==> src/rtl/ifft_reg_responder.sv <==
`default_nettype none
// ============================================================================
// ifft_reg_responder : FrontPanel register-bridge target for IFFT control and
//                      the coefficient-RAM window. Option: IFFT_REG_TIMEOUT_EN
// Revision: 1.0
// ============================================================================
module ifft_reg_responder #(
    parameter logic [31:0] BASE_ADDR = 32'h0000_0000,
    parameter int          MEM_AW    = 10,
    parameter int          TIMEOUT   = 255
) (
    input  logic              okClk,
    input  logic              reset_n,
    input  logic              ep_write,
    input  logic              ep_read,
    input  logic [31:0]       ep_address,
    input  logic [31:0]       ep_dataout,
    output logic [31:0]       ep_datain,
    output logic              ifft_enable,
    output logic [15:0]       ifft_scale,
    output logic              mem_req,
    output logic              mem_we,
    output logic [MEM_AW-1:0] mem_addr,
    output logic [31:0]       mem_wdata,
    input  logic              mem_ack,
    input  logic [31:0]       mem_rdata
);

    typedef enum logic [1:0] {IDLE = 2'd0, WR = 2'd1, RD = 2'd2} state_t;

    state_t            state;
    logic [MEM_AW-1:0] bin_addr;
    logic [31:0]       shadow;
    logic              err;
    logic [15:0]       err_count;
    logic              prefetch_pending;

    logic              hit;
    logic [2:0]        offset;
    logic              wr_hit;
    logic              rd_hit;
    logic              wr_ctrl;
    logic              wr_status;
    logic              wr_scale;
    logic              wr_bin_addr;
    logic              wr_bin_data;
    logic              wr_err_count;
    logic              rd_bin_data;
    logic              bin_access;
    logic              soft_reset;
    logic              busy;
    logic              bin_busy;
    logic              bin_error;
    logic              timeout_abort;
    logic              timeout_bit;
    logic              err_event;
    logic [MEM_AW-1:0] bin_next;

    assign hit          = (ep_address[31:3] == BASE_ADDR[31:3]);
    assign offset       = ep_address[2:0];
    assign wr_hit       = ep_write && hit;
    assign rd_hit       = ep_read && hit;
    assign wr_ctrl      = wr_hit && (offset == 3'd0);
    assign wr_status    = wr_hit && (offset == 3'd1);
    assign wr_scale     = wr_hit && (offset == 3'd2);
    assign wr_bin_addr  = wr_hit && (offset == 3'd3);
    assign wr_bin_data  = wr_hit && (offset == 3'd4);
    assign wr_err_count = wr_hit && (offset == 3'd5);
    assign rd_bin_data  = rd_hit && (offset == 3'd4);
    assign bin_access   = (wr_hit || rd_hit) && ((offset == 3'd3) || (offset == 3'd4));
    assign soft_reset   = wr_ctrl && ep_dataout[1];
    assign busy         = (state != IDLE);
    // The cycle between soft-reset release and its prefetch also blocks the BIN path.
    assign bin_busy     = busy || prefetch_pending;
    assign bin_error    = bin_access && bin_busy && !soft_reset;
    assign err_event    = bin_error || timeout_abort;
    assign bin_next     = bin_addr + 1'b1;

`ifdef IFFT_REG_TIMEOUT_EN
    localparam int TCW = $clog2(TIMEOUT + 1);

    logic [TCW-1:0] ack_timer;
    logic           timeout_flag;

    assign timeout_abort = mem_req && !mem_ack && !soft_reset && (ack_timer == TCW'(TIMEOUT - 1));
    assign timeout_bit   = timeout_flag;

    always_ff @(posedge okClk or negedge reset_n) begin
        if (!reset_n) begin
            ack_timer    <= '0;
            timeout_flag <= 1'b0;
        end else begin
            if (mem_req && !mem_ack && !timeout_abort && !soft_reset)
                ack_timer <= ack_timer + 1'b1;
            else
                ack_timer <= '0;
            if (soft_reset)
                timeout_flag <= 1'b0;
            else if (timeout_abort)
                timeout_flag <= 1'b1;
            else if (wr_status && ep_dataout[2])
                timeout_flag <= 1'b0;
        end
    end
`else
    logic unused_timeout;

    assign timeout_abort  = 1'b0;
    assign timeout_bit    = 1'b0;
    assign unused_timeout = (TIMEOUT == 0);
`endif

    always_ff @(posedge okClk or negedge reset_n) begin
        if (!reset_n) begin
            ep_datain        <= 32'd0;
            ifft_enable      <= 1'b0;
            ifft_scale       <= 16'd0;
            mem_req          <= 1'b0;
            mem_we           <= 1'b0;
            mem_addr         <= '0;
            mem_wdata        <= 32'd0;
            state            <= IDLE;
            bin_addr         <= '0;
            shadow           <= 32'd0;
            err              <= 1'b0;
            err_count        <= 16'd0;
            prefetch_pending <= 1'b0;
        end else begin
            if (rd_hit) begin
                case (offset)
                    3'd0:    ep_datain <= {31'd0, ifft_enable};
                    3'd1:    ep_datain <= {29'd0, timeout_bit, err, busy};
                    3'd2:    ep_datain <= {16'd0, ifft_scale};
                    3'd3:    ep_datain <= 32'(bin_addr);
                    3'd4:    ep_datain <= shadow;
                    3'd5:    ep_datain <= {16'd0, err_count};
                    default: ep_datain <= 32'd0;
                endcase
            end

            if (wr_ctrl)  ifft_enable <= ep_dataout[0];
            if (wr_scale) ifft_scale  <= ep_dataout[15:0];

            if (soft_reset) begin
                err       <= 1'b0;
                err_count <= 16'd0;
            end else begin
                if (err_event)
                    err <= 1'b1;
                else if (wr_status && ep_dataout[1])
                    err <= 1'b0;
                // A new error in the same cycle as a clear leaves exactly one counted.
                if (err_event)
                    err_count <= wr_err_count ? 16'd1 :
                                 (err_count == 16'hFFFF) ? err_count : err_count + 16'd1;
                else if (wr_err_count)
                    err_count <= 16'd0;
            end

            if (soft_reset) begin
                state            <= IDLE;
                mem_req          <= 1'b0;
                mem_we           <= 1'b0;
                shadow           <= 32'd0;
                bin_addr         <= '0;
                prefetch_pending <= 1'b1;
            end else if (prefetch_pending) begin
                prefetch_pending <= 1'b0;
                state            <= RD;
                mem_req          <= 1'b1;
                mem_we           <= 1'b0;
                mem_addr         <= bin_addr;
            end else begin
                case (state)
                    IDLE: begin
                        if (wr_bin_data) begin
                            state     <= WR;
                            mem_req   <= 1'b1;
                            mem_we    <= 1'b1;
                            mem_addr  <= bin_addr;
                            mem_wdata <= ep_dataout;
                        end else if (wr_bin_addr) begin
                            bin_addr <= ep_dataout[MEM_AW-1:0];
                            state    <= RD;
                            mem_req  <= 1'b1;
                            mem_we   <= 1'b0;
                            mem_addr <= ep_dataout[MEM_AW-1:0];
                        end else if (rd_bin_data) begin
                            bin_addr <= bin_next;
                            state    <= RD;
                            mem_req  <= 1'b1;
                            mem_we   <= 1'b0;
                            mem_addr <= bin_next;
                        end
                    end
                    WR: begin
                        if (mem_ack) begin
                            bin_addr <= bin_next;
                            mem_addr <= bin_next;
                            mem_we   <= 1'b0;
                            state    <= RD;
                        end else if (timeout_abort) begin
                            state   <= IDLE;
                            mem_req <= 1'b0;
                            mem_we  <= 1'b0;
                        end
                    end
                    RD: begin
                        if (mem_ack) begin
                            shadow  <= mem_rdata;
                            state   <= IDLE;
                            mem_req <= 1'b0;
                        end else if (timeout_abort) begin
                            state   <= IDLE;
                            mem_req <= 1'b0;
                        end
                    end
                    default: begin
                        state   <= IDLE;
                        mem_req <= 1'b0;
                        mem_we  <= 1'b0;
                    end
                endcase
            end
        end
    end

endmodule
`default_nettype wire

==> config.mk <==
export PLATFORM = sky130hd
export DESIGN_NAME = ifft_reg_responder
export DESIGN_NICKNAME = d
export VERILOG_FILES = /design/src/rtl/ifft_reg_responder.sv
export SDC_FILE = /design/constraint.sdc
export NUM_CORES = 1
export LEC_CHECK = 0
export CAP_MARGIN = 20
export CORE_MARGIN = 5
export CORE_UTILIZATION = 40
export CTS_BUF_LIST = sky130_fd_sc_hd__clkbuf_4
export DETAILED_ROUTE_END_ITERATION = 7
export HOLD_SLACK_MARGIN = 0.02
export PLACE_DENSITY = 0.65
export SYNTH_ARGS = -nofsm -noshare
export SYNTH_HDL_FRONTEND = slang
export SYNTH_SLANG_ARGS = --single-unit
==> constraint.sdc <==
create_clock -name okClk -period 2.6 [get_ports okClk]
set_input_delay 0.39 -clock okClk [delete_from_list [all_inputs] [get_ports okClk]]
set_output_delay 0.39 -clock okClk [all_outputs]
set_load 0.01 [all_outputs]
==> impl_metrics.json, run 1 <==
{
  "run_status": "complete, no violations",
  "p_leak_nw": 4.66,
  "die-width_um": 150,
  "dp_worst_setup_slack_ns": -0.340,
  "detailedPlacementHpwl_um": 16200,
  "crit_chain": "clkdlybuf4s50_1 > nor3b_1 > and4_2 > nand2_4 > or4_2 > buf_12 > mux2_4",
  "worst_hold_path_type": "in -> async",
  "critPathMaxFanout": 33,
  "grt_start_max_net_pins": 51,
  "rsz0062_at_grt": "false",
  "min_period_ns": 2.36,
  "endpoint_kind_of_the_worst_setup_timing_path": "register",
  "sw_frac_of_total_pct": 30.5,
  "critical_path_class": "in -> reg",
  "synthesis.area_sq_mm": 0.00784,
  "post-route-period-util_pct": 90.8,
  "yosys.cell_types.count": 72,
  "cellInternalPower_mw": 3.76,
  "synthToLayoutAreaGrowth_pct": 36.8,
  "drt_iter0_drc": 528,
  "cts_made_buffers": 17,
  "worst_clock_skew_ns": 0.0209,
  "route.vias.total": 6353,
  "root_buffer": "sky130_fd_sc_hd__clkbuf_4",
  "arrival_ns": 2.83,
  "worst_path_largest_cell_delay_ns": 0.71,
  "antenna_left": 0,
  "cts.path.max_buffers": 2,
  "grt_pass1_wl_um": 34900,
  "reg2reg_slack_ns": 0.29,
  "path_clk_slew_ns": 0.14,
  "slowest_stage": "sky130_fd_sc_hd__or4_2",
  "clock.fmax_mhz": 423,
  "pin_count": 194,
  "most_common_cell_after_layout_fill_and_taps_aside": "sky130_fd_sc_hd__clkdlybuf4s50_1",
  "cp_data_required_time_ns": 3.07,
  "hold_slack_ns": 0.224,
  "fillCellCount": 1709,
  "crit_buf_inv": 2,
  "post-place-cells": 1184,
  "synthArstFlopShare_pct": 100,
  "dieHeight_um": 150,
  "timing_worst_slew_pin_value_ns": 0.473,
  "placeableCoreArea_sq_mm": 0.0194,
  "layout_setup_ws_ns": 0.238,
  "critical_path.top_delay_family": "simple AND/OR/NAND/NOR gates",
  "io_buffers": 193,
  "seqPwrFrac_pct": 53.9,
  "powerDensity_mw_per_mm2": 504,
  "router_iterations_before_antenna_repair": 5,
  "clk_network_pwr_share_pct": 27.3,
  "worst_setup_path_start_kind": "input port",
  "mostFrequentLayoutCells": "sky130_fd_sc_hd__clkdlybuf4s50_1 (192), sky130_fd_sc_hd__dfrtp_1 (155), sky130_fd_sc_hd__nor2_1 (82)",
  "net_load_switching_power_mw": 1.65,
  "yosysSeqAreaShare_pct": 49.4,
  "gp_routability_congestion": 0.886,
  "synth-seq-cells": 155,
  "hold_buffers": 1,
  "finalMaxSlewViolations": 0,
  "tritoncts_clock_tree": "yes",
  "clk_latency_ns": 0.57,
  "cts.htree.levels": 4,
  "initial_core_util_pct": 40.4,
  "placementRows": 51,
  "finalHoldViolCount": 0,
  "synth_enable_flop_cells": 0,
  "post_cts.resized_instances": 0,
  "globalRouteOverflowTotal": 0,
  "peakVddDrop_v": 0.000431,
  "drc_errors": 0,
  "slew_headroom_pct": 68.3,
  "drt-wirelength-per-cell_um": 17.9,
  "vias_per_cell": 5.22,
  "postSynthAreaPerCell_sq_um": 11.0,
  "clock_sinks": 155,
  "grtUsageTotal_pct": 19.7,
  "wl_um": 21700,
  "drv_cap": 0,
  "antenna_found_initial": 1,
  "first_global_vias": 6443,
  "post_cts_buffers": 0,
  "syn-num-nets": 819,
  "synthFlopType": "sky130_fd_sc_hd__dfrtp_1",
  "setup-violations-final": 0,
  "yosysWarningCount": 0,
  "floorplan.die_area_sq_mm": 0.0225,
  "finish.cell_count_without_fillers": 1218,
  "power.combinational.fraction_pct": 18.8,
  "layout-drive-gt1-share_pct": 18.6,
  "synthCells": 716,
  "finish.net_count": 1042
}
kinds of logic (layout without fill, tap and decap cells):
family	after synthesis	count (layout)	share of synthesized area [%]
muxes	91	91	14.0
other	0	1	0
buffers and inverters	58	294	3.73
and+or+nand+nor	244	244	17.7
AOI/OAI and AO/OA	149	149	12.9
DFF	155	155	49.4
adders and majority gates	2	2	0.319
xor gates and xnor gates	17	17	1.90
layout make-up:
type | instances | area, sq um | area share, %
flip-flops and latches | 155 | 3880 | 36.1
multi-input cells | 503 | 3680 | 34.3
repair buffers | 256 | 2530 | 23.6
well taps | 265 | 332 | 3.09
clock inverters | 15 | 153 | 1.42
clock buffers | 17 | 128 | 1.19
inverters | 6 | 22.5 | 0.210
diodes | 1 | 2.50 | 0.0233
layer usage:
| layer | track usage [%] | vias to the layer above | share of wire, % |
|---|---|---|---|
| met2 | 31.6 | 187 | 49 |
| met3 | 3.57 | 31 | 5.3 |
| met1 | 27.0 | 3093 | 44 |
| met4 | 6.63 | 0 | 2.1 |
| met5 | 0 | - | 0 |
| li1 | - | 3042 | - |
worst reg2reg max path, cell delays in order, from the launching register on:
cell and delay, ns:
sky130_fd_sc_hd__dfrtp_1 0.53, sky130_fd_sc_hd__nand2b_1 0.37, sky130_fd_sc_hd__o21ai_0 0.21, sky130_fd_sc_hd__or3_1 0.36
sky130_fd_sc_hd__and3b_1 0.19, sky130_fd_sc_hd__a2111oi_0 0.40, sky130_fd_sc_hd__a21oi_1 0.13
final timing paths:
check                      depth (start not counted)       endpoint          start
max                                                7  mem_wdata[19]       ep_write
min                                                2  mem_wdata[19]        reset_n
max reg2reg                                        6    mem_addr[2]       state[1]
min reg2reg                                        2  ep_datain[26]  ep_datain[26]
max in group asynchronous                          3  ifft_scale[1]        reset_n
min in group okClk                                 3     shadow[24]  mem_rdata[24]
flip-flops by register name (all words and copies together) (netlist names):
signal / flops
ifft_enable: 1
err_count: 16
ifft_scale: 16
prefetch_pending: 1
state: 2
mem_wdata: 32
mem_req: 1
mem_we: 1
shadow: 32
mem_addr: 10
ep_datain: 32
err: 1
bin_addr: 10
power by group through the flow:
| stage | Sequential (mW) | Combinational (mW) | Clock (mW) |
|---|---|---|---|
| global placement | 2.95 | 1.01 | 0 |
| floorplan | 2.91 | 0.497 | 0 |
| global route | 2.95 | 1.13 | 1.62 |
| CTS | 2.91 | 1.03 | 1.54 |
| finish | 2.92 | 1.02 | 1.48 |
| detailed placement | 2.95 | 1.02 | 0 |
synthesized netlist by cell type, drive strengths merged (7+ instances only):
cell type | instances | area, sq um
a21o | 12 | 90.1
a211oi | 10 | 75.1
a221oi | 11 | 96.3
nor3 | 17 | 90.1
nor4 | 18 | 255
buf | 23 | 161
clkbuf | 29 | 109
dfrtp | 155 | 3880
a22oi | 22 | 165
nand4 | 7 | 50.1
nor2 | 84 | 320
mux2i | 35 | 350
xnor2 | 15 | 131
o21ai | 32 | 160
a21oi | 30 | 161
nand2 | 61 | 236
nand3 | 17 | 85.1
o31ai | 7 | 52.6
mux2 | 55 | 728
stage by stage:
stage               total power [mW]  instance area (sq um)  utilization [%]  setup TNS, ns
global route                    5.71                  10700             55.3              0
CTS                             5.48                  10700             55.3              0
finish                          5.41                  10700             55.3              0
floorplan                       3.41                   7840                -              0
detailed placement              3.97                  10400             53.8         -22.89
global placement                3.96                  10400             53.8         -18.16
Power figures use the tool's default switching activity.
==> run 2: changes to the inputs <==
--- a/config.mk
+++ b/config.mk
@@ -8,7 +8,7 @@
 export CAP_MARGIN = 20
 export CORE_MARGIN = 5
 export CORE_UTILIZATION = 40
-export CTS_BUF_LIST = sky130_fd_sc_hd__clkbuf_4
+export CTS_BUF_LIST = sky130_fd_sc_hd__clkbuf_8
 export DETAILED_ROUTE_END_ITERATION = 7
 export HOLD_SLACK_MARGIN = 0.02
 export PLACE_DENSITY = 0.65
==> impl_metrics.json, run 2 (synthesized netlist as in run 1, its figures left out) <==
{
  "powerDensity_mw_per_mm2": 529,
  "setup-violations-final": 0,
  "antenna_left": 0,
  "die-width_um": 150,
  "p_leak_nw": 4.70,
  "initial_core_util_pct": 40.4,
  "worst_clock_skew_ns": 0.0123,
  "io_buffers": 193,
  "placement.cell_area_sq_mm": 0.0104,
  "root_buffer": "sky130_fd_sc_hd__clkbuf_8",
  "arrival_ns": 2.82,
  "drv_cap": 0,
  "detailedPlacementHpwl_um": 16200,
  "pin_count": 194,
  "cts.htree.levels": 4,
  "hold_slack_ns": 0.340,
  "grtUsageTotal_pct": 19.8,
  "peakVddDrop_v": 0.000396,
  "antenna_found_initial": 0,
  "critPathMaxFanout": 33,
  "router_iterations_before_antenna_repair": 5,
  "drt_iter0_drc": 534,
  "placeableCoreArea_sq_mm": 0.0194,
  "finalMaxSlewViolations": 0,
  "layout_setup_ws_ns": 0.129,
  "drc_errors": 0,
  "antennaDiodeCount": 0,
  "vias_per_cell": 5.22,
  "drt-wirelength-per-cell_um": 17.9,
  "finalInstanceArea_sq_mm": 0.0108,
  "fillCellCount": 1700,
  "seq_area_sq_mm": 0.00388,
  "first_global_vias": 6457,
  "post_cts.resized_instances": 0,
  "slew_headroom_pct": 68.1,
  "route.vias.total": 6355,
  "grt_start_max_net_pins": 51,
  "tritoncts_clock_tree": "yes",
  "multi_input_combinational_cell_area_sq_mm": 0.00368,
  "clk_latency_ns": 0.46,
  "cts_made_buffers": 17,
  "post-route-period-util_pct": 95.0,
  "worst_hold_path_type": "in -> async",
  "dp_worst_setup_slack_ns": -0.340,
  "timing_worst_slew_pin_value_ns": 0.475,
  "path_clk_slew_ns": 0.09,
  "finish.net_count": 1042,
  "design_power_total_mw": 5.73,
  "placementRows": 51,
  "endpoint_kind_of_the_worst_setup_timing_path": "register",
  "cts.path.max_buffers": 2,
  "setup-tns-final_ns": 0,
  "clock.fmax_mhz": 405,
  "worst_setup_path_start_kind": "input port",
  "layout-drive-gt1-share_pct": 18.6,
  "floorplan.die_area_sq_mm": 0.0225,
  "wl_um": 21800,
  "min_period_ns": 2.47,
  "globalRouteOverflowTotal": 0,
  "rsz0062_at_grt": "false",
  "critical_path_class": "in -> reg",
  "synthToLayoutAreaGrowth_pct": 38.2,
  "layout_top_registers": "ep_datain: 32 flops, mem_wdata: 32 flops, shadow: 32 flops",
  "most_common_cell_after_layout_fill_and_taps_aside": "sky130_fd_sc_hd__clkdlybuf4s50_1",
  "mostFrequentLayoutCells": "sky130_fd_sc_hd__clkdlybuf4s50_1 (192), sky130_fd_sc_hd__dfrtp_1 (155), sky130_fd_sc_hd__nor2_1 (82)",
  "cp_data_required_time_ns": 2.95,
  "clock_sinks": 155,
  "gp_routability_congestion": 0.886,
  "run_status": "complete, no violations",
  "dieHeight_um": 150,
  "finalHoldViolCount": 0,
  "grt_pass1_wl_um": 35000
}
## run 2: cell type report
| class | count | area share, % |
|---|---|---|
| clock buffers | 17 | 2.16 |
| well taps | 265 | 3.06 |
| flip-flops and latches | 155 | 35.8 |
| clock inverters | 15 | 1.41 |
| inverters | 6 | 0.208 |
| multi-input cells | 503 | 34.0 |
| repair buffers | 256 | 23.4 |
## run 2: stage by stage
stage,instances,utilization (%)
6_report,1217,55.9
5_1_grt,1217,55.9
4_1_cts,1217,55.9
3_5_place_dp,1184,53.8
3_3_place_gp,1184,53.8
2_1_floorplan,716,-
## run 2: what timing repair did
action,CTS,global route
hold buffers,1,0
buffers inserted,0,0
endpoints found under the hold margin,22,0
## run 2: critical path, cell delays in order
cell	delay (ns)
sky130_fd_sc_hd__clkdlybuf4s50_1	0.45
sky130_fd_sc_hd__nor4_4	0.31
sky130_fd_sc_hd__and4_2	0.32
sky130_fd_sc_hd__nand2_4	0.06
sky130_fd_sc_hd__or4_2	0.71
sky130_fd_sc_hd__buf_12	0.22
sky130_fd_sc_hd__mux2_4	0.33
## run 2: report_power, final
group / internal (mW) / switching, mW / total, mW / leakage [nW]
logic: 0.560 / 0.458 / 1.02 / 2.44
registers: 2.69 / 0.224 / 2.91 / 2.06
clock network: 0.792 / 1.01 / 1.80 / 0.197
total: 4.04 / 1.69 / 5.73 / 4.70
## run 2: worst paths after layout
check / to / slack, ns / depth (start not counted) / from
max: mem_wdata[11] / 0.13 / 7 / ep_address[16]
min: mem_wdata[19] / 0.34 / 2 / reset_n
max reg2reg: err_count[15] / 0.31 / 7 / state[1]
min reg2reg: ep_datain[26] / 0.48 / 2 / ep_datain[26]
max in group asynchronous: ifft_scale[1] / 1.58 / 3 / reset_n
min in group okClk: ep_datain[26] / 0.48 / 2 / ep_datain[26]
## run 2: routing by layer
metal / vias to the layer above / share of wire, % / GRT usage, %
met5: - / 0 / 0
met4: 0 / 1.9 / 6.82
met3: 28 / 4.8 / 3.42
met2: 176 / 49 / 31.8
met1: 3115 / 44 / 27.2
li1: 3036 / - / -
